===== config.mk =====
export PLATFORM = sky130hd
export DESIGN_NAME = ifu_fetch
export DESIGN_NICKNAME = d
export VERILOG_FILES = /design/src/rtl/ifu_fetch.sv
export SDC_FILE = /design/constraint.sdc
export NUM_CORES = 1
export LEC_CHECK = 0
export ABC_AREA = 1
export CAP_MARGIN = 30
export CORE_MARGIN = 1.5
export CORE_UTILIZATION = 50
export CTS_CLUSTER_SIZE = 10
export DETAILED_ROUTE_END_ITERATION = 10
export PLACE_DENSITY = 0.76
export SETUP_SLACK_MARGIN = 0.05
export SLEW_MARGIN = 10
export SYNTH_ARGS = -nofsm -noshare
export SYNTH_HDL_FRONTEND = slang
export SYNTH_SLANG_ARGS = --single-unit

===== constraint.sdc =====
create_clock -name clk -period 5.55 [get_ports clk]
set_input_delay 1.11 -clock clk [delete_from_list [all_inputs] [get_ports clk]]
set_output_delay 1.11 -clock clk [all_outputs]
set_load 0.01 [all_outputs]

===== src/rtl/ifu_fetch.sv =====
// Purpose : instruction-fetch front end; owns the fetch PC, issues in-order word reads, buffers returned words and presents them to decode.
// Latency : first validF 2 cycles after the fetch stream (re)starts with a ready bus and 1-cycle responses; 1 instr/cycle in steady state.
// Backpressure: ifu_req_valid drops when the buffer is full or stale responses are outstanding; stallF holds pcF/instF and suppresses the pop.
//
// Ports:
//   clk, rst          clock; asynchronous active-low reset
//   jump, jAddr       redirect request and target from ctrl
//   flushF            discard every fetched and in-flight instruction
//   stallF            hold decode-facing outputs, no pop
//   ifu_req_*         read request channel (valid/ready, word-aligned addr)
//   ifu_rsp_*         in-order read data, no backpressure
//   validF/pcF/instF  instruction presented to decode (0 / nop when invalid)
//   fetch_busy        entries allocated or stale responses still expected
module ifu_fetch #(
  parameter logic [63:0] RESET_PC  = 64'h0000_0000_8000_0000,
  parameter int          BUF_DEPTH = 2
) (
  input  logic        clk,
  input  logic        rst,
  input  logic        jump,
  input  logic [63:0] jAddr,
  input  logic        flushF,
  input  logic        stallF,
  output logic        ifu_req_valid,
  input  logic        ifu_req_ready,
  output logic [63:0] ifu_req_addr,
  input  logic        ifu_rsp_valid,
  input  logic [31:0] ifu_rsp_data,
  output logic        validF,
  output logic [63:0] pcF,
  output logic [31:0] instF,
  output logic        fetch_busy
);

  localparam int          AW  = (BUF_DEPTH > 1) ? $clog2(BUF_DEPTH) : 1;
  localparam int          CW  = $clog2(BUF_DEPTH) + 1;
  localparam logic [31:0] NOP = 32'h0000_0013;

  // architectural fetch PC
  logic [63:0]    pc_q;
  // request shown on the bus but not yet accepted; stale once a redirect hit it
  logic           hold_q;
  logic           stale_q;
  logic [63:0]    stale_addr_q;
  // circular buffer: head (oldest allocated), tail (next alloc), fill (oldest unfilled)
  logic [AW-1:0]  hd_q, tl_q, fp_q;
  logic [CW-1:0]  cnt_q;   // allocated entries
  logic [CW-1:0]  ufc_q;   // allocated but not yet filled (= live in-flight)
  logic [CW-1:0]  drop_q;  // in-flight responses that must be discarded
  logic [BUF_DEPTH-1:0] buf_filled;
  logic [63:0]    buf_pc   [BUF_DEPTH];
  logic [31:0]    buf_inst [BUF_DEPTH];

  logic redir, full, space, acc, acc_new, acc_drop;
  logic rsp_drop, rsp_take, rsp_fill, pop;

  always_comb begin
    redir    = jump | flushF;
    full     = (cnt_q == CW'(BUF_DEPTH));
    validF   = (cnt_q != '0) & buf_filled[hd_q] & ~redir;
    pop      = validF & ~stallF;
    // a pop frees a slot this cycle, so a full buffer can still accept
    space    = ~full | pop;
    // fresh requests wait until all stale responses have drained
    ifu_req_valid = rst & (hold_q | (space & ~redir & (drop_q == '0)));
    ifu_req_addr  = stale_q ? stale_addr_q : pc_q;
    acc      = ifu_req_valid & ifu_req_ready;
    acc_new  = acc & ~redir & ~stale_q;
    acc_drop = acc & ~redir & stale_q;
    rsp_drop = ifu_rsp_valid & (drop_q != '0);
    // responses with nothing outstanding are ignored entirely
    rsp_take = ifu_rsp_valid & ((drop_q != '0) | (ufc_q != '0));
    rsp_fill = ifu_rsp_valid & (drop_q == '0) & (ufc_q != '0) & ~redir;
    pcF      = validF ? buf_pc[hd_q]   : 64'h0;
    instF    = validF ? buf_inst[hd_q] : NOP;
    fetch_busy = (cnt_q != '0) | (drop_q != '0);
  end

  always_ff @(posedge clk or negedge rst) begin
    if (!rst) begin
      pc_q         <= RESET_PC;
      hold_q       <= 1'b0;
      stale_q      <= 1'b0;
      stale_addr_q <= RESET_PC;
      hd_q         <= '0;
      tl_q         <= '0;
      fp_q         <= '0;
      cnt_q        <= '0;
      ufc_q        <= '0;
      drop_q       <= '0;
      buf_filled   <= '0;
    end else begin
      hold_q  <= ifu_req_valid & ~ifu_req_ready;
      // a held request overtaken by a redirect keeps its old address
      stale_q <= ifu_req_valid & ~ifu_req_ready & (stale_q | redir);
      if (!stale_q) stale_addr_q <= pc_q;

      if (redir) begin
        if (jump) pc_q <= jAddr & ~64'h3;
        hd_q       <= '0;
        tl_q       <= '0;
        fp_q       <= '0;
        cnt_q      <= '0;
        ufc_q      <= '0;
        buf_filled <= '0;
        // everything still in flight after this edge becomes a drop
        drop_q <= drop_q + ufc_q + CW'(acc) - CW'(rsp_take);
      end else begin
        if (acc_new) begin
          pc_q             <= pc_q + 64'd4;
          tl_q             <= tl_q + AW'(1);
          buf_filled[tl_q] <= 1'b0;
        end
        if (rsp_fill) begin
          buf_filled[fp_q] <= 1'b1;
          fp_q             <= fp_q + AW'(1);
        end
        if (pop) begin
          buf_filled[hd_q] <= 1'b0;
          hd_q             <= hd_q + AW'(1);
        end
        cnt_q  <= cnt_q + CW'(acc_new) - CW'(pop);
        ufc_q  <= ufc_q + CW'(acc_new) - CW'(rsp_fill);
        drop_q <= drop_q + CW'(acc_drop) - CW'(rsp_drop);
      end
    end
  end

  // payload storage needs no reset: filled bits qualify every read
  always_ff @(posedge clk) begin
    if (acc_new)  buf_pc[tl_q]   <= ifu_req_addr;
    if (rsp_fill) buf_inst[fp_q] <= ifu_rsp_data;
  end

endmodule


==> impl_results.md, run 1 <==
* Boundary pin count at 266
* Die area at 31430 µm²
* Worst Slack Setup Final at 1.009 ns
* EDFF count, synth at 192
* Syn_nets at 1768
* Post-synthesis cell type count at 40
* Crit. End Element: output port
* Port bufs at 263
* Crit path DAT at 3.43 ns
* CP max-delay cell: buf_4
* Hold violation total from the final report at 0
* Area after DPL at 18150 µm²
* LEAKAGE at 0.007430 µW
* Part of the power in registers at 48.6%
* Worst VDD drop at 0.2651 mV
* Worst-path clk slew at 0.06 ns
* Root buf cell: clkbuf_16
* Hold/Removal Path Class: input pin to async pin
* Routed Antenna Nets at 0
* Post-CTS sizing at 0
* Max H-tree Level at 2
* CP Cell Sequence: clkdlybuf4s50_1 -> inv_2 -> nand2_2 -> nor2_2 -> nand2_4 -> buf_4 -> a21oi_1 -> clkdlybuf4s50_1
* Pre-CTS setup slack at 1.015 ns
* Gpl congestion at 0.9724
* Power Density at 306.6 nW/µm²
* GRT Residual Overflow at 0
* DRC at 0
* NumNets Final at 2016
* Antenna diodes at 0
* Avg WL per Cell at 19.06 µm
* Post-DP HPWL at 31490 µm
* Final setup TNS at 0 ns
* Max FO, Critical Path at 62
* Main synth FF type: edfxtp_1
* Via density per instance at 5.422
* Post-synthesis sequential area ratio at 60.88%
* Final worst-path cycle share at 81.83%
* Skew final at 0.01650 ns
* Worst path required time at 4.44 ns
* Count leader, synth: nand2_1
* Gate power share at 12.5%
* Min cycle time layout at 4.541 ns
* Switch share at 25.47%
* Largest net degree at the start of global routing at 69
* Internal power at 4414 µW
* Register bit total from synthesis at 331
* Final non-filler cell area at 19320 µm²
* Rel. slew slack at 37.39%
* Die H at 177.3 µm
* Worst-Skew Late Latency at 0.54 ns
* Yosys top cell by area: edfxtp_1
* Max-cap violations at 0
* Share of flip-flops with an asynchronous set or reset at 41.99%
* Sw power at 1509 µW
* Syn Inst Count at 1656
* Max stage delay on crit path at 0.63 ns
* DR iter-0 viols at 991
* Yosys Warn Count at 0
* Routed WL at 44320 µm
* Die width at 177.3 µm
* Vias in the first global route at 12210
* Mux cell area share after synthesis at 0%
* Compound-Gate Fraction of Synth Area at 8.791%
* Simple-Gate Fraction of Synth Area at 23.30%
* Final setup vio count at 0
* Core Area at 29800 µm²
* RSZ-0062 raised after global routing: no
* Fmax at 220.2 MHz
* Drt first pass iters at 6
* TritonCTS Buffers at 39
* Initial antenna violation count at 0
* Post-synth top area share at 37.96%
* Total GRT Usage at 28.34%
* Status: complete, no violations
* Clock Tree Buf Depth at 3
* Synth Area in XOR/XNOR at 1.038%
* # clock sinks at 331
* Post-synthesis adder-cell area fraction at 0.7909%
* Fill count at 2389
* Max Slew Vio Count at 0
* Post-Syn Area at 15190 µm²
* Most area-consuming cells after synthesis: edfxtp_1 38%, dfrtp_1 23%, nand2_1 14%, o21ai_0 4.0%, a21oi_1 3.2%
* Main combinational cell family by area after synthesis: simple AND/OR/NAND/NOR gates
* Hold-fix buffers, CTS at 0
* Initial Util at 50.97%
* Area grow syn2layout at 27.20%
* Most frequent cell on the critical path: clkdlybuf4s50_1
* Num rows at 63
* First-pass GRT wire length at 67960 µm
* Clock share of power at 38.9%
* Tightest Pin Transition at 0.9391 ns
* Worst setup path category: input pin to output port
* Avg Inst Size Synth at 9.171 µm²
* Most frequent cells after synthesis: 549 x nand2_1, 192 x edfxtp_1, 137 x dfrtp_1
* Routed via count at 12610
* Share of post-route cells with drive strength above 1 at 5.271%
* Startpoint Class: input pin
* Post-CTS setup buffer count at 0
* CTS tree: done
## power by group through the flow
stage	logic (µW)	clock network [µW]	registers [µW]
after floorplan	371	0	2890
after global placement	704	0	2920
after detailed placement	733	0	2920
after CTS	739	2340	2870
after global routing	812	2440	2890
final	738	2310	2880
## state kept, by name (all words and copies together), names as in the netlist
signal,cells
buf_pc,128
buf_inst,64
stale_addr_q,64
pc_q,62
buf_filled,2
cnt_q,2
drop_q,2
ufc_q,2
fp_q,1
hd_q,1
hold_q,1
stale_q,1
tl_q,1
## cells in the final DEF (no fill, tap or decap), drive strengths merged, types with 2 or more instances in the layout
cell	instances
a21oi	97
nand3	92
clkbuf	68
nand4	27
clkdlybuf4s50	262
nor3	38
dfstp	2
xor2	13
inv	120
o21ai	140
edfxtp	192
buf	17
o211ai	9
nor2	122
clkinv	3
nand2	553
a31oi	6
dfrtp	137
or2	14
o31ai	3
o21bai	2
xnor2	5
ha	8
## worst paths after layout
path                               endpoint  cells past startpoint  slack [ns]            start
setup / recovery                    pcF[63]                      8        1.01             jump
hold / removal             stale_addr_q[26]                      1        0.44              rst
setup reg to reg              buf_pc[0][40]                     11        2.37             hd_q
hold reg to reg             stale_addr_q[0]                      2        0.51  stale_addr_q[0]
max in group asynchronous  stale_addr_q[36]                      2        4.06              rst
min in group clk            stale_addr_q[0]                      2        0.51  stale_addr_q[0]
## routing by layer
layer / part of all wire [%] / wire [µm] / track usage [%]
met1: 42 / 18720 / 38.88
met4: 2.5 / 1094 / 8.228
met5: 0 / 0 / 0
met3: 8.1 / 3570 / 5.799
met2: 47 / 20940 / 45.70
## final cells by class
| type | instances | area [µm²] | area share (%) |
|---|---|---|---|
| Sequential cell | 331 | 9254 | 47.90 |
| Multi-Input combinational cell | 1134 | 5171 | 26.77 |
| Timing Repair Buffer | 279 | 2811 | 14.55 |
| Clock buffer | 68 | 1085 | 5.616 |
| Tap cell | 390 | 488.0 | 2.526 |
| Inverter | 119 | 449.2 | 2.325 |
| Clock inverter | 4 | 58.81 | 0.3044 |
## worst max-delay path: cells and delay by family
kind	cells	cell delay, ns
and+or+nand+nor	3	0.45
AOI/OAI and AO/OA	1	0.12
buffers and inverters	4	1.70
## stage by stage
stage               utilization, %  hold WS, ns  instances  power (µW)
CTS                          64.74       0.4288       2324        5952
global route                 64.83       0.4364       2325        6150
floorplan                        -       0.4644       1656        3258
detailed placement           60.90       0.4948       2252        3654
finish                       64.83       0.4352       2325        5923
global placement             60.77       0.4758       2250        3626
## cell families (layout without fill, tap and decap cells)
group                      count (synthesis)  in the layout
and+or+nand+nor                          849            849
DFF                                      331            331
AOI/OAI and AO/OA                        258            258
buffers and inverters                    191            470
xor gates and xnor gates                  18             18
adders and majority gates                  9              9
No activity file was read; power rests on OpenSTA's default activity.
==> inputs of run 2 (changes only) <==
--- a/config.mk
+++ b/config.mk
@@ -8,10 +8,10 @@
 export ABC_AREA = 1
 export CAP_MARGIN = 30
 export CORE_MARGIN = 1.5
-export CORE_UTILIZATION = 50
+export CORE_UTILIZATION = 48
 export CTS_CLUSTER_SIZE = 10
 export DETAILED_ROUTE_END_ITERATION = 10
-export PLACE_DENSITY = 0.76
+export PLACE_DENSITY = 0.77
 export SETUP_SLACK_MARGIN = 0.05
 export SLEW_MARGIN = 10
 export SYNTH_ARGS = -nofsm -noshare
==> constraint.sdc (replaced) <==
create_clock -name clk -period 3.8 [get_ports clk]
set_input_delay 0.76 -clock clk [delete_from_list [all_inputs] [get_ports clk]]
set_output_delay 0.76 -clock clk [all_outputs]
set_load 0.01 [all_outputs]
==> run 2 against run 1 <==
Effect of this change: clock skew rose by 0.0098 ns; core utilization fell by 1.8 points; via count decreased by 0.29%; clock power rose by 53%; sequential share of layout area decreased by 0.31 points; first-iteration DRC count up 18%; count of clock-buffer cells in the layout rose by 2; combinational power grew 46%; die area grew 4.1%; critical path type is now flop to output port; critical endpoint is now pcF[48]; highest routed layer unchanged.
==> impl_results.md, run 2 (synthesis gave the netlist of run 1 again) <==
* Via density per instance at 5.374 (-0.89%)
* Worst VDD drop at 0.3780 mV (+43%)
* Max reg flops at 128 (unchanged)
* Commonest non-fill, non-tap cells in the layout: 548 x nand2_1, 262 x clkdlybuf4s50_1, 192 x edfxtp_1
* Post-DP HPWL at 31230 µm (-0.81%)
* Routed via count at 12570 (-0.29%)
* Reg2Reg Depth at 17 (+6)
* Crit. End Element: output port
* TritonCTS Buffers at 40 (+2.6%)
* Final non-filler cell area at 19440 µm² (+0.66%)
* Max-cap violations at 0 (unchanged)
* Min cycle time layout at 3.571 ns
* Worst setup path category: flop to output port
* Largest Register: buf_pc
* Area grow syn2layout at 28.04%
* Worst-Skew Late Latency at 0.54 ns (about the same)
* Area after DPL at 18230 µm² (+0.47%)
* RSZ-0062 raised after global routing: no
* Routed WL at 43950 µm (-0.83%)
* NumNets Final at 2023 (+0.35%)
* First-pass GRT wire length at 68800 µm (+1.2%)
* Gpl congestion at 1.009 (+3.8%)
* Core Area at 30830 µm² (+3.5%)
* Power Density at 453.9 nW/µm² (+48%)
* Post-CTS sizing at 0 (unchanged)
* Die H at 180.9 µm (+2.0%)
* Worst path required time at 3.04 ns (-1.40 ns)
* Clock Tree Buf Depth at 3 (unchanged)
* Biggest regs: buf_pc: 128 flops, buf_inst: 64 flops, stale_addr_q: 64 flops
* Num rows at 64 (+1.6%)
* Skew final at 0.02633 ns (+0.009833 ns)
* Avg WL per Cell at 18.79 µm (-1.4%)
* Tightest Pin Transition at 0.9655 ns (+0.02634 ns)
* LEAKAGE at 0.007504 µW (+1.0%)
* Crit path DAT at 2.81 ns (-0.62 ns)
* Final setup vio count at 0 (unchanged)
* Post-CTS setup buffer count at 0 (unchanged)
* GRT Residual Overflow at 0 (unchanged)
* Root buf cell: clkbuf_16
* Drt first pass iters at 6 (unchanged)
* Worst-path clk slew at 0.06 ns (about the same)
* CTS tree: done
* Max FO, Critical Path at 45 (-27%)
* Max H-tree Level at 2 (unchanged)
* DRC at 0 (unchanged)
* Hold-fix buffers, CTS at 0 (unchanged)
* Commonest non-fill, non-tap cell in the layout: nand2_1
* Rel. slew slack at 35.63% (-1.8 points)
* Die area at 32720 µm² (+4.1%)
* Hold/Removal Path Class: input pin to async pin
* DR iter-0 viols at 1168 (+18%)
* Startpoint Class: flop
* Routed Antenna Nets at 0 (unchanged)
* Total GRT Usage at 27.07% (-1.3 points)
* Status: complete, no violations
* Vias in the first global route at 12290 (+0.66%)
* Share of post-route cells with drive strength above 1 at 5.816% (+0.54 points)
* Antenna diodes at 0 (unchanged)
* Final setup TNS at 0 ns (unchanged)
* Fill count at 2488 (+4.1%)
* # clock sinks at 331 (unchanged)
* Fmax at 280.0 MHz
* Boundary pin count at 266 (unchanged)
* Final worst-path cycle share at 93.97%
* Port bufs at 263 (unchanged)
* Initial Util at 49.26% (-1.7 points)
* Hold violation total from the final report at 0 (unchanged)
* Max Slew Vio Count at 0 (unchanged)
* Die width at 180.9 µm (+2.0%)
* Largest net degree at the start of global routing at 90 (+30%)
* Initial antenna violation count at 0 (unchanged)
run 2: cell types whose count changed in the layout (fill, tap and decap cells not counted), moves of 2 or more:
cell       delta
clkbuf_1      -2
inv_6         +3
buf_4         +5
buf_12        +2
clkbuf_16     +2
clkbuf_8      +2
run 2: report_power, final:
group | switching (µW) | total [µW] | internal, µW
logic | 626 | 1080 | 450
registers | 152 | 4210 | 4050
clock network | 1420 | 3540 | 2120
total | 2200 | 8830 | 6630
run 2: layout make-up:
cell class / instances / area [µm²] / area share (%)
clock buffer: 70 / 1155 / 5.939
clock inverter: 4 / 56.30 / 0.2896
inverter: 119 / 451.7 / 2.323
multi-input combinational: 1134 / 5171 / 26.59
sequential: 331 / 9254 / 47.59
tap: 396 / 495.5 / 2.548
timing repair buffer: 285 / 2861 / 14.72
run 2: worst max-delay path, cell delays in order (launching register included):
cell and delay, ns:
dfrtp_4 0.60, inv_6 0.23, nand2_1 0.08, nand2_1 0.14
nand2_4 0.08, buf_4 0.28, a21oi_1 0.25, clkdlybuf4s50_1 0.58
run 2: per-stage QoR:
stage / cells / hold slack [ns] / setup WS [ns] / util [%] / power, µW
final: 2339 / 0.1777 / 0.2290 / 63.07 / 8826
after global placement: 2265 / 0.4807 / 0.3364 / 59.14 / 5306
after detailed placement: 2265 / 0.4942 / 0.2880 / 59.14 / 5341
after floorplan: 1656 / 0.4644 / 0.2193 / - / 4759
after global routing: 2339 / 0.1834 / 0.09312 / 63.07 / 9177
after CTS: 2339 / 0.1679 / 0.1499 / 63.06 / 8882
run 2: worst paths after layout:
kind | from | endpoint | slack [ns]
worst min register to register | stale_addr_q[0] | stale_addr_q[0] | 0.51
max in group asynchronous | rst | pc_q[49] | 1.86
min in group clk | stale_addr_q[0] | stale_addr_q[0] | 0.51
worst max-delay path | hd_q | pcF[48] | 0.23
worst min-delay path | rst | stale_addr_q[15] | 0.18
worst max register to register | hd_q | drop_q[1] | 0.89
run 2: routing by layer:
layer  part of all wire, %  vias to the layer above  GRT usage, %
met5                     0                        -             0
met4                   3.0                        0         8.807
met3                   7.0                       91         5.039
met2                    47                      468         44.00
met1                    43                     5963         36.85
li1                      -                     6048             -
==> inputs of run 3 (changes only) <==
--- a/config.mk
+++ b/config.mk
@@ -8,10 +8,11 @@
 export ABC_AREA = 1
 export CAP_MARGIN = 30
 export CORE_MARGIN = 1.5
-export CORE_UTILIZATION = 48
+export CORE_UTILIZATION = 50
+export CTS_BUF_LIST = sky130_fd_sc_hd__clkbuf_8
 export CTS_CLUSTER_SIZE = 10
 export DETAILED_ROUTE_END_ITERATION = 10
-export PLACE_DENSITY = 0.77
+export PLACE_DENSITY = 0.79
 export SETUP_SLACK_MARGIN = 0.05
 export SLEW_MARGIN = 10
 export SYNTH_ARGS = -nofsm -noshare
==> run 3 against run 2 <==
Effect of this change: final cell count increased by 0.90%; worst setup slack better by 0.039 ns; global-route usage shrank 0.057 points; critical path depth is 1 higher; via count increased by 0.60%; largest cell class unchanged; highest routed layer unchanged.
==> impl_results.md, run 3 (synthesis gave the netlist of run 1 again) <==
* Min cycle time layout at 3.532 ns (-0.03851 ns)
* LEAKAGE at 0.007552 µW (+0.63%)
* Post-CTS sizing at 0 (unchanged)
* WP buf/inv at 4 (+1)
* Pre-CTS setup slack at 0.1582 ns (-0.1298 ns)
* Reg2reg start: hd_q
* First-pass GRT wire length at 65160 µm (-5.3%)
* Internal power at 6087 µW (-8.2%)
* Worst-path clk slew at 0.07 ns (about the same)
* Power Density at 427.0 nW/µm² (-5.9%)
* Setup crit start: hd_q
* Fmax at 283.1 MHz (+1.1%)
* Final worst-path cycle share at 92.96% (-1.0 points)
* RSZ-0062 raised after global routing: no
* Skew final at 0.02280 ns (-0.003531 ns)
* Boundary pin count at 266 (unchanged)
* Share of post-route cells with drive strength above 1 at 6.856% (+1.0 points)
* Delay-heaviest family, CP: buffers and inverters
* Initial Util at 50.97% (+1.7 points)
* Num rows at 63 (-1.6%)
* Worst Setup EP: instF[4]
* DR iter-0 viols at 990 (-15%)
* NumNets Final at 2036 (+0.64%)
* Die H at 177.3 µm (-2.0%)
* Gate power share at 13.0% (+0.8 points)
* Post-DP HPWL at 30550 µm (-2.2%)
* Final setup vio count at 0 (unchanged)
* DRC at 0 (unchanged)
* Clock share of power at 36.0% (-4.1 points)
* Core Area at 29800 µm² (-3.4%)
* Most frequent cell on the critical path: nand2_1
* Commonest non-fill, non-tap cell in the layout: nand2_1
* Tightest Pin Transition at 0.8566 ns (-0.1089 ns)
* # clock sinks at 331 (unchanged)
* Max-cap violations at 0 (unchanged)
* Post-CTS setup buffer count at 0 (unchanged)
* GRT Residual Overflow at 0 (unchanged)
* Initial antenna violation count at 1 (+1)
* Via density per instance at 5.358 (-0.29%)
* Max stage delay on crit path at 0.65 ns (+0.05 ns)
* Crit. End Element: output port
* Switch share at 26.16% (+1.3 points)
* Worst-Skew Late Latency at 0.60 ns (+0.06 ns)
* TritonCTS Buffers at 53 (+33%)
* CTS tree: done
* Die area at 31430 µm² (-3.9%)
* Part of the power in registers at 50.9% (+3.2 points)
* Reg2Reg Depth at 17 (unchanged)
* Reg-to-reg endpoint: drop_q[1]
* Crit path DAT at 2.77 ns (-0.04 ns)
* Port bufs at 263 (unchanged)
* Avg WL per Cell at 17.93 µm (-4.6%)
* Hold-fix buffers, CTS at 0 (unchanged)
* Biggest regs: buf_pc: 128 flops, buf_inst: 64 flops, stale_addr_q: 64 flops
* Max H-tree Level at 2 (unchanged)
* Commonest non-fill, non-tap cells in the layout: 548 x nand2_1, 262 x clkdlybuf4s50_1, 192 x edfxtp_1
* Largest net degree at the start of global routing at 99 (+10%)
* Hold violation total from the final report at 0 (unchanged)
* Routed Antenna Nets at 0 (unchanged)
* Startpoint Class: flop
* Vias in the first global route at 11920 (-3.0%)
* CP Cell Sequence: inv_4 -> nand2_1 -> nand2_1 -> nand2_4 -> buf_6 -> inv_1 -> nand3_1 -> clkdlybuf4s50_1
* Area grow syn2layout at 27.12%
* Dpl cells at 2259 (-0.26%)
* Sw power at 2157 µW (-1.8%)
* Routed WL at 42320 µm (-3.7%)
* Worst path required time at 3.04 ns (about the same)
* Largest Register: buf_pc
* Hold/Removal Path Class: input pin to async pin
* Worst VDD drop at 0.2508 mV (-34%)
* Max Slew Vio Count at 0 (unchanged)
* Fin cells at 2360 (+0.90%)
* Rel. slew slack at 42.90% (+7.3 points)
* Gpl congestion at 0.9755 (-3.4%)
* Clock Tree Buf Depth at 3 (unchanged)
* Root buf cell: clkbuf_8
* Final setup TNS at 0 ns (unchanged)
* Die width at 177.3 µm (-2.0%)
* Max FO, Critical Path at 47 (+4.4%)
* Routed via count at 12650 (+0.60%)
* Worst Slack Setup Final at 0.2675 ns (+0.03851 ns)
* Status: complete, no violations
* Flop2flop setup slack at 1.13 ns (+0.24 ns)
* WHS at 0.04287 ns (-0.1348 ns)
* Total GRT Usage at 27.02% (-0.057 points)
* Drt first pass iters at 5 (-1)
* Max reg flops at 128 (unchanged)
* CP max-delay cell: dfrtp_4
* Overall Power at 8244 µW (-6.6%)
* Worst setup path category: flop to output port
* Levels on crit path at 8 (+1)
-- run 3: cell count changes in the layout (fill, tap and decap cells not counted), moves of 2 or more --
cell / change
bufinv_16: +2
buf_4: -3
buf_12: +2
clkinv_2: +6
clkbuf_1: -27
inv_6: -3
clkbuf_16: -41
clkinv_1: +9
inv_1: +22
clkbuf_8: +54
-- run 3: how the worst min path moves through the flow --
stage / end / cells past startpoint
3_5_place_dp: pc_q[63] / 2
5_1_grt: stale_addr_q[11] / 1
3_3_place_gp: stale_addr_q[1] / 2
4_1_cts: stale_addr_q[7] / 1
2_1_floorplan: buf_filled[0] / 0
6_report: stale_addr_q[7] / 1
-- run 3: per-stage QoR --
step           instance area, µm²  utilization [%]
2_1_floorplan               15190                -
3_3_place_gp                18250            61.25
3_5_place_dp                18250            61.25
4_1_cts                     19300            64.77
5_1_grt                     19310            64.79
6_report                    19310            64.79
-- run 3: cell type report --
type                            count  area [µm²]
Fill cell                        2403       10490
Clock inverter                     44       280.3
Sequential cell                   331        9254
Antenna cell                        1       2.502
Tap cell                          390       488.0
Timing Repair Buffer              285        2890
Multi-Input combinational cell   1134        5171
Inverter                          119       449.2
Clock buffer                       56       770.7
-- run 3: power by group through the flow --
| stage | Combinational [µW] | Clock [µW] | Sequential (µW) |
|---|---|---|---|
| floorplan | 542 | 0 | 4220 |
| global placement | 1050 | 0 | 4250 |
| detailed placement | 1070 | 0 | 4260 |
| CTS | 1080 | 3030 | 4190 |
| global route | 1190 | 3190 | 4220 |
| finish | 1070 | 2970 | 4200 |
-- run 3: per-layer routing --
layer	global-route usage, %	wire length [µm]
met1	36.92	17910
met2	43.67	19850
met3	4.811	3205
met4	9.244	1354
met5	0	0
